===== src/rtl/mxu_skew_feeder_pkg.sv =====
// Shared constants, FSM encodings and helpers for the MXU skew feeder.
package mxu_skew_feeder_pkg;

    localparam int LANE_NUM      = 16;
    localparam int LANE_WIDTH    = 8;
    localparam int FIFO_DEPTH    = 4;
    localparam int ROW_CNT_WIDTH = 5;
    localparam int ROW_WIDTH     = LANE_NUM + LANE_NUM * LANE_WIDTH;

    typedef enum logic [1:0] {
        MXU_FEED_FSM_IDLE  = 2'b00,
        MXU_FEED_FSM_FEED  = 2'b01,
        MXU_FEED_FSM_DRAIN = 2'b10
    } feed_fsm_e;

    // A job never holds more rows than the wavefront has lanes.
    function automatic logic [ROW_CNT_WIDTH-1:0] sat_row_num(input logic [ROW_CNT_WIDTH-1:0] n);
        return (n > ROW_CNT_WIDTH'(LANE_NUM)) ? ROW_CNT_WIDTH'(LANE_NUM) : n;
    endfunction

endpackage


===== src/rtl/mxu_skew_feeder_if.sv =====
// Row bus from the RAM buffer and skewed wavefront bus towards the MXU.
interface mxu_skew_feeder_if;
    import mxu_skew_feeder_pkg::*;

    logic [LANE_NUM-1:0]            ram_buff_mxu_vld;
    logic [LANE_NUM*LANE_WIDTH-1:0] ram_buff_mxu_data;
    logic                           mxu_stall;
    logic [LANE_NUM-1:0]            feed_mxu_vld;
    logic [LANE_NUM*LANE_WIDTH-1:0] feed_mxu_data;

    modport master (
        output ram_buff_mxu_vld, ram_buff_mxu_data, mxu_stall,
        input  feed_mxu_vld, feed_mxu_data
    );

    modport slave (
        input  ram_buff_mxu_vld, ram_buff_mxu_data, mxu_stall,
        output feed_mxu_vld, feed_mxu_data
    );

endinterface


===== src/rtl/mxu_feed_fifo.sv =====
// Show-ahead row FIFO; a push coinciding with flush becomes the only entry.
module mxu_feed_fifo #(
    parameter int WIDTH = 144,
    parameter int DEPTH = 4
) (
    input  logic             clk,
    input  logic             rst_n,
    input  logic             push,
    input  logic             pop,
    input  logic             flush,
    input  logic [WIDTH-1:0] wdata,
    output logic [WIDTH-1:0] rdata,
    output logic             full,
    output logic             empty
);
    localparam int AW = $clog2(DEPTH);

    logic [WIDTH-1:0] mem [DEPTH];
    logic [AW-1:0]    wr_ptr;
    logic [AW-1:0]    rd_ptr;
    logic [AW:0]      count;
    logic             wr_en;
    logic             rd_en;

    assign full  = (count == (AW+1)'(DEPTH));
    assign empty = (count == '0);
    assign wr_en = push && (flush || !full || pop);
    assign rd_en = pop && !empty && !flush;
    assign rdata = mem[rd_ptr];

    always_ff @(posedge clk or negedge rst_n) begin
        if (!rst_n) begin
            wr_ptr <= '0;
            rd_ptr <= '0;
            count  <= '0;
        end else if (flush) begin
            rd_ptr <= '0;
            wr_ptr <= push ? AW'(1) : '0;
            count  <= {{AW{1'b0}}, push};
        end else begin
            if (wr_en) wr_ptr <= wr_ptr + AW'(1);
            if (rd_en) rd_ptr <= rd_ptr + AW'(1);
            count <= count + {{AW{1'b0}}, wr_en} - {{AW{1'b0}}, rd_en};
        end
    end

    always_ff @(posedge clk) begin
        if (wr_en) mem[flush ? '0 : wr_ptr] <= wdata;
    end

endmodule


===== src/rtl/mxu_skew_feeder.sv =====
// Buffers RAM rows and re-times them into a diagonal wavefront for the MXU.
// Define MXU_FEED_PERF_CNT_EN to add the feed_stall_cnt performance counter.
//
// state              | meaning
// MXU_FEED_FSM_IDLE  | no job; rows still land in the FIFO
// MXU_FEED_FSM_FEED  | popping rows until the job's row count is reached
// MXU_FEED_FSM_DRAIN | flushing LANE_NUM non-stalled cycles of skew stages
module mxu_skew_feeder
    import mxu_skew_feeder_pkg::*;
(
    input  logic                     clk,
    input  logic                     rst_n,
    mxu_skew_feeder_if.slave         bus,
    input  logic                     ctrl_feed_start,
    input  logic [ROW_CNT_WIDTH-1:0] ctrl_feed_row_num,
    output logic                     feed_busy,
    output logic                     feed_done,
    output logic                     feed_ovf
`ifdef MXU_FEED_PERF_CNT_EN
    ,
    output logic [15:0]              feed_stall_cnt
`endif
);
    feed_fsm_e                      state;
    logic [ROW_CNT_WIDTH-1:0]       row_num_ff;
    logic [ROW_CNT_WIDTH-1:0]       rows_popped;
    logic [ROW_CNT_WIDTH-1:0]       drain_cnt;
    logic [ROW_CNT_WIDTH-1:0]       row_num_sat;
    logic                           push;
    logic                           pop;
    logic                           restart;
    logic                           drop;
    logic                           fifo_full;
    logic                           fifo_empty;
    logic [ROW_WIDTH-1:0]           fifo_rdata;
    logic [LANE_NUM-1:0]            pop_vld;
    logic [LANE_NUM*LANE_WIDTH-1:0] pop_data;
    logic [LANE_NUM-1:0]            out_vld;
    logic [LANE_NUM*LANE_WIDTH-1:0] out_data;

    assign push        = |bus.ram_buff_mxu_vld;
    assign restart     = ctrl_feed_start && (state != MXU_FEED_FSM_IDLE);
    assign row_num_sat = sat_row_num(ctrl_feed_row_num);
    assign pop         = !fifo_empty && (state == MXU_FEED_FSM_FEED) && !bus.mxu_stall
                         && (rows_popped < row_num_ff) && !ctrl_feed_start;
    assign drop        = push && fifo_full && !pop && !restart;
    assign {pop_vld, pop_data} = fifo_rdata;
    assign feed_busy   = (state != MXU_FEED_FSM_IDLE);

    mxu_feed_fifo #(
        .WIDTH (ROW_WIDTH),
        .DEPTH (FIFO_DEPTH)
    ) u_fifo (
        .clk   (clk),
        .rst_n (rst_n),
        .push  (push),
        .pop   (pop),
        .flush (restart),
        .wdata ({bus.ram_buff_mxu_vld, bus.ram_buff_mxu_data}),
        .rdata (fifo_rdata),
        .full  (fifo_full),
        .empty (fifo_empty)
    );

    // Lane i owns i+1 stages; invalid lanes carry zero data from the entry point.
    for (genvar i = 0; i < LANE_NUM; i++) begin : g_lane
        logic [LANE_WIDTH:0] lane_in;
        logic [LANE_WIDTH:0] sr [0:i];

        assign lane_in = (pop && pop_vld[i])
                         ? {1'b1, pop_data[i*LANE_WIDTH +: LANE_WIDTH]} : '0;

        always_ff @(posedge clk or negedge rst_n) begin
            if (!rst_n) begin
                for (int s = 0; s <= i; s++) sr[s] <= '0;
            end else if (ctrl_feed_start) begin
                for (int s = 0; s <= i; s++) sr[s] <= '0;
            end else if (!bus.mxu_stall) begin
                sr[0] <= lane_in;
                for (int s = 1; s <= i; s++) sr[s] <= sr[s-1];
            end
        end

        assign out_vld[i] = sr[i][LANE_WIDTH] && !bus.mxu_stall;
        assign out_data[i*LANE_WIDTH +: LANE_WIDTH] = sr[i][LANE_WIDTH-1:0];
    end

    assign bus.feed_mxu_vld  = out_vld;
    assign bus.feed_mxu_data = out_data;

    always_ff @(posedge clk or negedge rst_n) begin
        if (!rst_n) begin
            state       <= MXU_FEED_FSM_IDLE;
            row_num_ff  <= '0;
            rows_popped <= '0;
            drain_cnt   <= '0;
            feed_done   <= 1'b0;
            feed_ovf    <= 1'b0;
        end else begin
            feed_done <= 1'b0;
            if (drop) feed_ovf <= 1'b1;
            if (ctrl_feed_start) begin
                row_num_ff  <= row_num_sat;
                rows_popped <= '0;
                drain_cnt   <= '0;
                feed_ovf    <= 1'b0;
                if (row_num_sat == '0) begin
                    state     <= MXU_FEED_FSM_IDLE;
                    feed_done <= 1'b1;
                end else begin
                    state <= MXU_FEED_FSM_FEED;
                end
            end else begin
                case (state)
                    MXU_FEED_FSM_IDLE: ;
                    MXU_FEED_FSM_FEED: begin
                        if (pop) begin
                            rows_popped <= rows_popped + ROW_CNT_WIDTH'(1);
                            if (rows_popped + ROW_CNT_WIDTH'(1) == row_num_ff)
                                state <= MXU_FEED_FSM_DRAIN;
                        end
                    end
                    MXU_FEED_FSM_DRAIN: begin
                        if (!bus.mxu_stall) begin
                            drain_cnt <= drain_cnt + ROW_CNT_WIDTH'(1);
                            if (drain_cnt == ROW_CNT_WIDTH'(LANE_NUM - 1)) begin
                                state     <= MXU_FEED_FSM_IDLE;
                                feed_done <= 1'b1;
                            end
                        end
                    end
                    default: state <= MXU_FEED_FSM_IDLE;
                endcase
            end
        end
    end

`ifdef MXU_FEED_PERF_CNT_EN
    always_ff @(posedge clk or negedge rst_n) begin
        if (!rst_n) begin
            feed_stall_cnt <= '0;
        end else if (ctrl_feed_start) begin
            feed_stall_cnt <= '0;
        end else if (bus.mxu_stall && (state != MXU_FEED_FSM_IDLE) && (feed_stall_cnt != 16'hFFFF)) begin
            feed_stall_cnt <= feed_stall_cnt + 16'd1;
        end
    end
`endif

endmodule

===== src/flat_wrapper.sv =====
// flat-port wrapper written by rule: the top's interface ports become plain ports
module mxu_skew_feeder_flat import mxu_skew_feeder_pkg::*;
  (clk, rst_n, ctrl_feed_start, ctrl_feed_row_num, feed_busy, feed_done, feed_ovf, bus_ram_buff_mxu_vld, bus_ram_buff_mxu_data, bus_mxu_stall, bus_feed_mxu_vld, bus_feed_mxu_data);
  mxu_skew_feeder_if bus_i ();
  input  logic clk;
  input  logic rst_n;
  input  logic ctrl_feed_start;
  input  logic [ROW_CNT_WIDTH-1:0] ctrl_feed_row_num;
  output logic feed_busy;
  output logic feed_done;
  output logic feed_ovf;
  input wire logic [$bits(bus_i.ram_buff_mxu_vld)-1:0] bus_ram_buff_mxu_vld;
  input wire logic [$bits(bus_i.ram_buff_mxu_data)-1:0] bus_ram_buff_mxu_data;
  input wire logic [$bits(bus_i.mxu_stall)-1:0] bus_mxu_stall;
  output wire logic [$bits(bus_i.feed_mxu_vld)-1:0] bus_feed_mxu_vld;
  output wire logic [$bits(bus_i.feed_mxu_data)-1:0] bus_feed_mxu_data;
  assign bus_i.ram_buff_mxu_vld = bus_ram_buff_mxu_vld;
  assign bus_i.ram_buff_mxu_data = bus_ram_buff_mxu_data;
  assign bus_i.mxu_stall = bus_mxu_stall;
  assign bus_feed_mxu_vld = bus_i.feed_mxu_vld;
  assign bus_feed_mxu_data = bus_i.feed_mxu_data;
  mxu_skew_feeder u_core (.clk(clk), .rst_n(rst_n), .bus(bus_i), .ctrl_feed_start(ctrl_feed_start), .ctrl_feed_row_num(ctrl_feed_row_num), .feed_busy(feed_busy), .feed_done(feed_done), .feed_ovf(feed_ovf));
endmodule

===== config.mk =====
export PLATFORM = sky130hd
export DESIGN_NAME = mxu_skew_feeder_flat
export DESIGN_NICKNAME = d
export VERILOG_FILES = /design/src/rtl/mxu_skew_feeder_pkg.sv /design/src/rtl/mxu_skew_feeder_if.sv /design/src/rtl/mxu_feed_fifo.sv /design/src/rtl/mxu_skew_feeder.sv /design/src/flat_wrapper.sv
export SDC_FILE = /design/constraint.sdc
export NUM_CORES = 2
export LEC_CHECK = 0
export ABC_CLOCK_PERIOD_IN_PS = 25800
export CAP_MARGIN = 20
export CORE_MARGIN = 8
export CORE_UTILIZATION = 40
export CTS_CLUSTER_SIZE = 10
export DETAILED_ROUTE_END_ITERATION = 12
export MAX_ROUTING_LAYER = met4
export PLACE_DENSITY = 0.54
export SYNTH_ARGS = -nofsm -noshare
export SYNTH_HDL_FRONTEND = slang
export SYNTH_SLANG_ARGS = --single-unit

===== constraint.sdc =====
create_clock -name clk -period 25.8 [get_ports clk]
set_clock_uncertainty 0.1 [all_clocks]
set_input_delay 2.58 -clock clk [delete_from_list [all_inputs] [get_ports clk]]
set_output_delay 2.58 -clock clk [all_outputs]
set_load 0.005 [all_outputs]

==> results.cfg <==
[synthesis]
synth_top_cell_area_share_pct = 43.9
synth.ff_latch_count = 1826
synth.net_count = 5029
avgSynthCellArea_sq_um = 14.6
synthCells = 4865
synth_compound_area_share_pct = 2.19
synth_fa_ha_area_share_pct = 0.204
syn_area_sq_um = 71300
synth_xor_area_share_pct = 0.135
ys_seq_area_share_pct = 68.2
ys.flop_type = dfrtp_1
yosysWarnings = 0
synth.distinct_cells = 44
yosysTopAreaCell = dfrtp_1
synthArstFlopShare_pct = 68.5
synthTopCellsByArea = dfrtp_1, edfxtp_1, mux2i_1
synth_edf_count = 576
muxShareOfSynthArea_pct = 19.8
synth_top_family_by_area = multiplexers
yosys.area_share.simple_pct = 6.39

[die]
start_util_pct = 40.1
fp-row-count = 155
die_h_microns = 438
die_area_sq_um = 192000
core_area_sq_um = 178000
pin_count = 300
die_w_microns = 438

[detailed_routing]
viasPerCell = 4.97
drc = 0
drtIter0Drc = 2519
drt-total-wl_microns = 146000
detail_route.wl_per_cell_microns = 19.5
dr.pass1.iters = 5
vias = 37300
postRouteAntennaNets = 0

[global_route]
grt_pass1_wl_microns = 232000
grt_usage_pct = 15.6
grt_overflow = 0
grt_pass1_vias = 38800
antenna_found_initial = 26
grt_max_degree = 215

[layout]
final_util_pct = 46.0
fillCellCount = 15700
fin_cells = 7510
layout-drive-gt1-share_pct = 9.00
multi_input_area_sq_um = 20500
finalNetCount = 5165
postLayoutCellArea_sq_um = 81800
regArea_sq_um = 48600
syn2layout_area_growth_pct = 14.8

[placement]
io_buffers = 299
place.gp.congestion = 0.721
place_area_sq_um = 75700
place_ws_ns = 18.26
dpl.hpwl_microns = 84000
placed_cells = 7147

[sta]
worstMarginPinSlew_ns = 1.19
period_share_pct = 27.0
final-setup-viol-count = 0
hold_viol = 0
fin_tns_setup_ns = 0
relSlewSlack_pct = 20.6
worst_slack_ns = 18.84
rsz0062_at_grt = false
finalCriticalPeriod_ns = 6.96
clock.fmax_mhz = 144
slew_violations = 0

[worst_setup_path]
r2r_end = u_core.u_fifo.mem[3][6]$_DFFE_PP_
arrival_ns = 4.28
start_kind = input port
crit_slowest_cell = buf_4
worstPathRequired_ns = 23.12
r2r_start = u_core.rows_popped[4]$_DFFE_PN0P_
end_kind = output port
max_stage_delay_ns = 0.71
critPathLaunch = bus_mxu_stall
rrSetupSlack_ns = 21.49
worstSetupPathType = in2out
cp_cell_sequence = buf_16 > buf_4 > nor2b_1 > clkdlybuf4s50_1
rr_worst_depth = 8
critical_path.max_fanout = 80

[pwr]
ir_worst_vdd_uv = 60.3
total_leakage_power_nw = 36.5
power.density_nw_per_um2 = 79.9

[clocking]
clk_pin_slew_ns = 0.05
clock_sinks = 1826
holdBufCountCts = 0
cts_resized = 0
clock_latency_ns = 0.82
clockBufferDepth = 3
cts_buffers = 205
h-tree-depth = 4
cts_root_buf = clkbuf_16
post-cts-setup-buffer-count = 0
cts_tree = yes

[hold_path]
hold_path_startpoint = u_core.g_lane[4].sr[42]$_DFFE_PN0N_
holdPathEnd = u_core.g_lane[4].sr[42]$_DFFE_PN0N_
whs_path_depth = 1
min_path_type = reg2reg

[job]
drv_cap = 0

[run_status]
outcome = finished clean
[cells in the final DEF, fill, tap and decap left out, drive strengths merged, types with 10 or more instances in the layout]
cell / n
a22o: 16
a32o: 128
buf: 72
clkbuf: 325
clkdlybuf4s50: 296
clkinv: 12
dfrtp: 1250
diode: 20
edfxtp: 576
ha: 10
inv: 17
mux2i: 1084
mux4: 144
nand2: 10
nor2: 1101
nor2b: 21
[cells in the mapped netlist (10+ instances only)]
| master | count |
|---|---|
| a32o_1 | 128 |
| inv_1 | 13 |
| buf_1 | 112 |
| nor2_1 | 1101 |
| edfxtp_1 | 576 |
| a22o_1 | 16 |
| mux4_2 | 144 |
| buf_2 | 12 |
| ha_1 | 10 |
| dfrtp_1 | 1250 |
| nand2_1 | 10 |
| buf_4 | 130 |
| nor2b_1 | 21 |
| mux2i_1 | 1084 |
| clkbuf_1 | 185 |
[registers in the layout (all words and copies together), names as in the netlist]
name and cells:
u_core.feed_ovf 1, u_core.u_fifo.rd_ptr 2, u_core.feed_done 1, u_core.state 2, u_core.g_lane.sr 1104, u_core.u_fifo.mem 576
u_core.u_fifo.wr_ptr 2, u_core.row_num_ff 5, u_core.rows_popped 5, u_core.bus.feed_mxu_data 120, u_core.u_fifo.count 3, u_core.drain_cnt 5
[logic make-up after synthesis]
kind of cell             Yosys count
flip-flops                      1826
AND/OR/NAND/NOR                 1169
XOR/XNOR                          11
adder cells (fa/ha/maj)           11
buffers and inverters            452
multiplexers                    1231
AO/OA/AOI/OAI                    165
[power by group]
group | leakage (nW) | total (mW) | switching [mW] | internal [mW]
Sequential | 22.8 | 3.27 | 0.0685 | 3.20
Combinational | 10.8 | 0.656 | 0.402 | 0.253
Clock | 2.85 | 2.61 | 1.10 | 1.51
[critical path: cells and delay by family]
family / cells / cell delay [ns]
and+or+nand+nor: 1 / 0.11
buffers and inverters: 3 / 1.56
[worst max-delay path by stage]
stage                                                endpoint  slack, ns
after floorplan             u_core.u_fifo.mem[0][0]$_DFFE_PP_      10.54
after detailed placement  u_core.g_lane[8].sr[56]$_DFFE_PN0N_      18.26
final                                     bus_feed_mxu_vld[5]      18.84
after global placement    u_core.g_lane[8].sr[11]$_DFFE_PN0N_      18.27
after global routing      u_core.g_lane[8].sr[56]$_DFFE_PN0N_      18.57
after CTS                                 bus_feed_mxu_vld[5]      18.77
[area by class of cell]
| type | instances | area share [%] |
|---|---|---|
| flip-flops and latches | 1826 | 59.4 |
| clock inverters | 16 | 0.243 |
| clock buffers | 325 | 7.01 |
| multi-input cells | 2587 | 25.1 |
| inverters | 13 | 0.0597 |
| repair buffers | 368 | 4.51 |
| well taps | 2355 | 3.60 |
| diodes | 20 | 0.0612 |
[stage by stage]
| step | hold WS (ns) | total power [mW] |
|---|---|---|
| 6_report | 0.388 | 6.53 |
| 5_1_grt | 0.398 | 6.82 |
| 4_1_cts | 0.392 | 6.66 |
| 3_5_place_dp | 0.380 | 4.01 |
| 3_3_place_gp | 0.372 | 3.99 |
| 2_1_floorplan | 0.365 | 3.77 |
[layer usage]
layer,GRT usage [%],up-vias,share of wire (%)
met5,-,-,0
met4,4.41,0,2.5
met3,3.27,243,4.0
met2,25.6,487,50
met1,19.9,19100,44
li1,-,17500,-
Power figures use the tool's default switching activity.
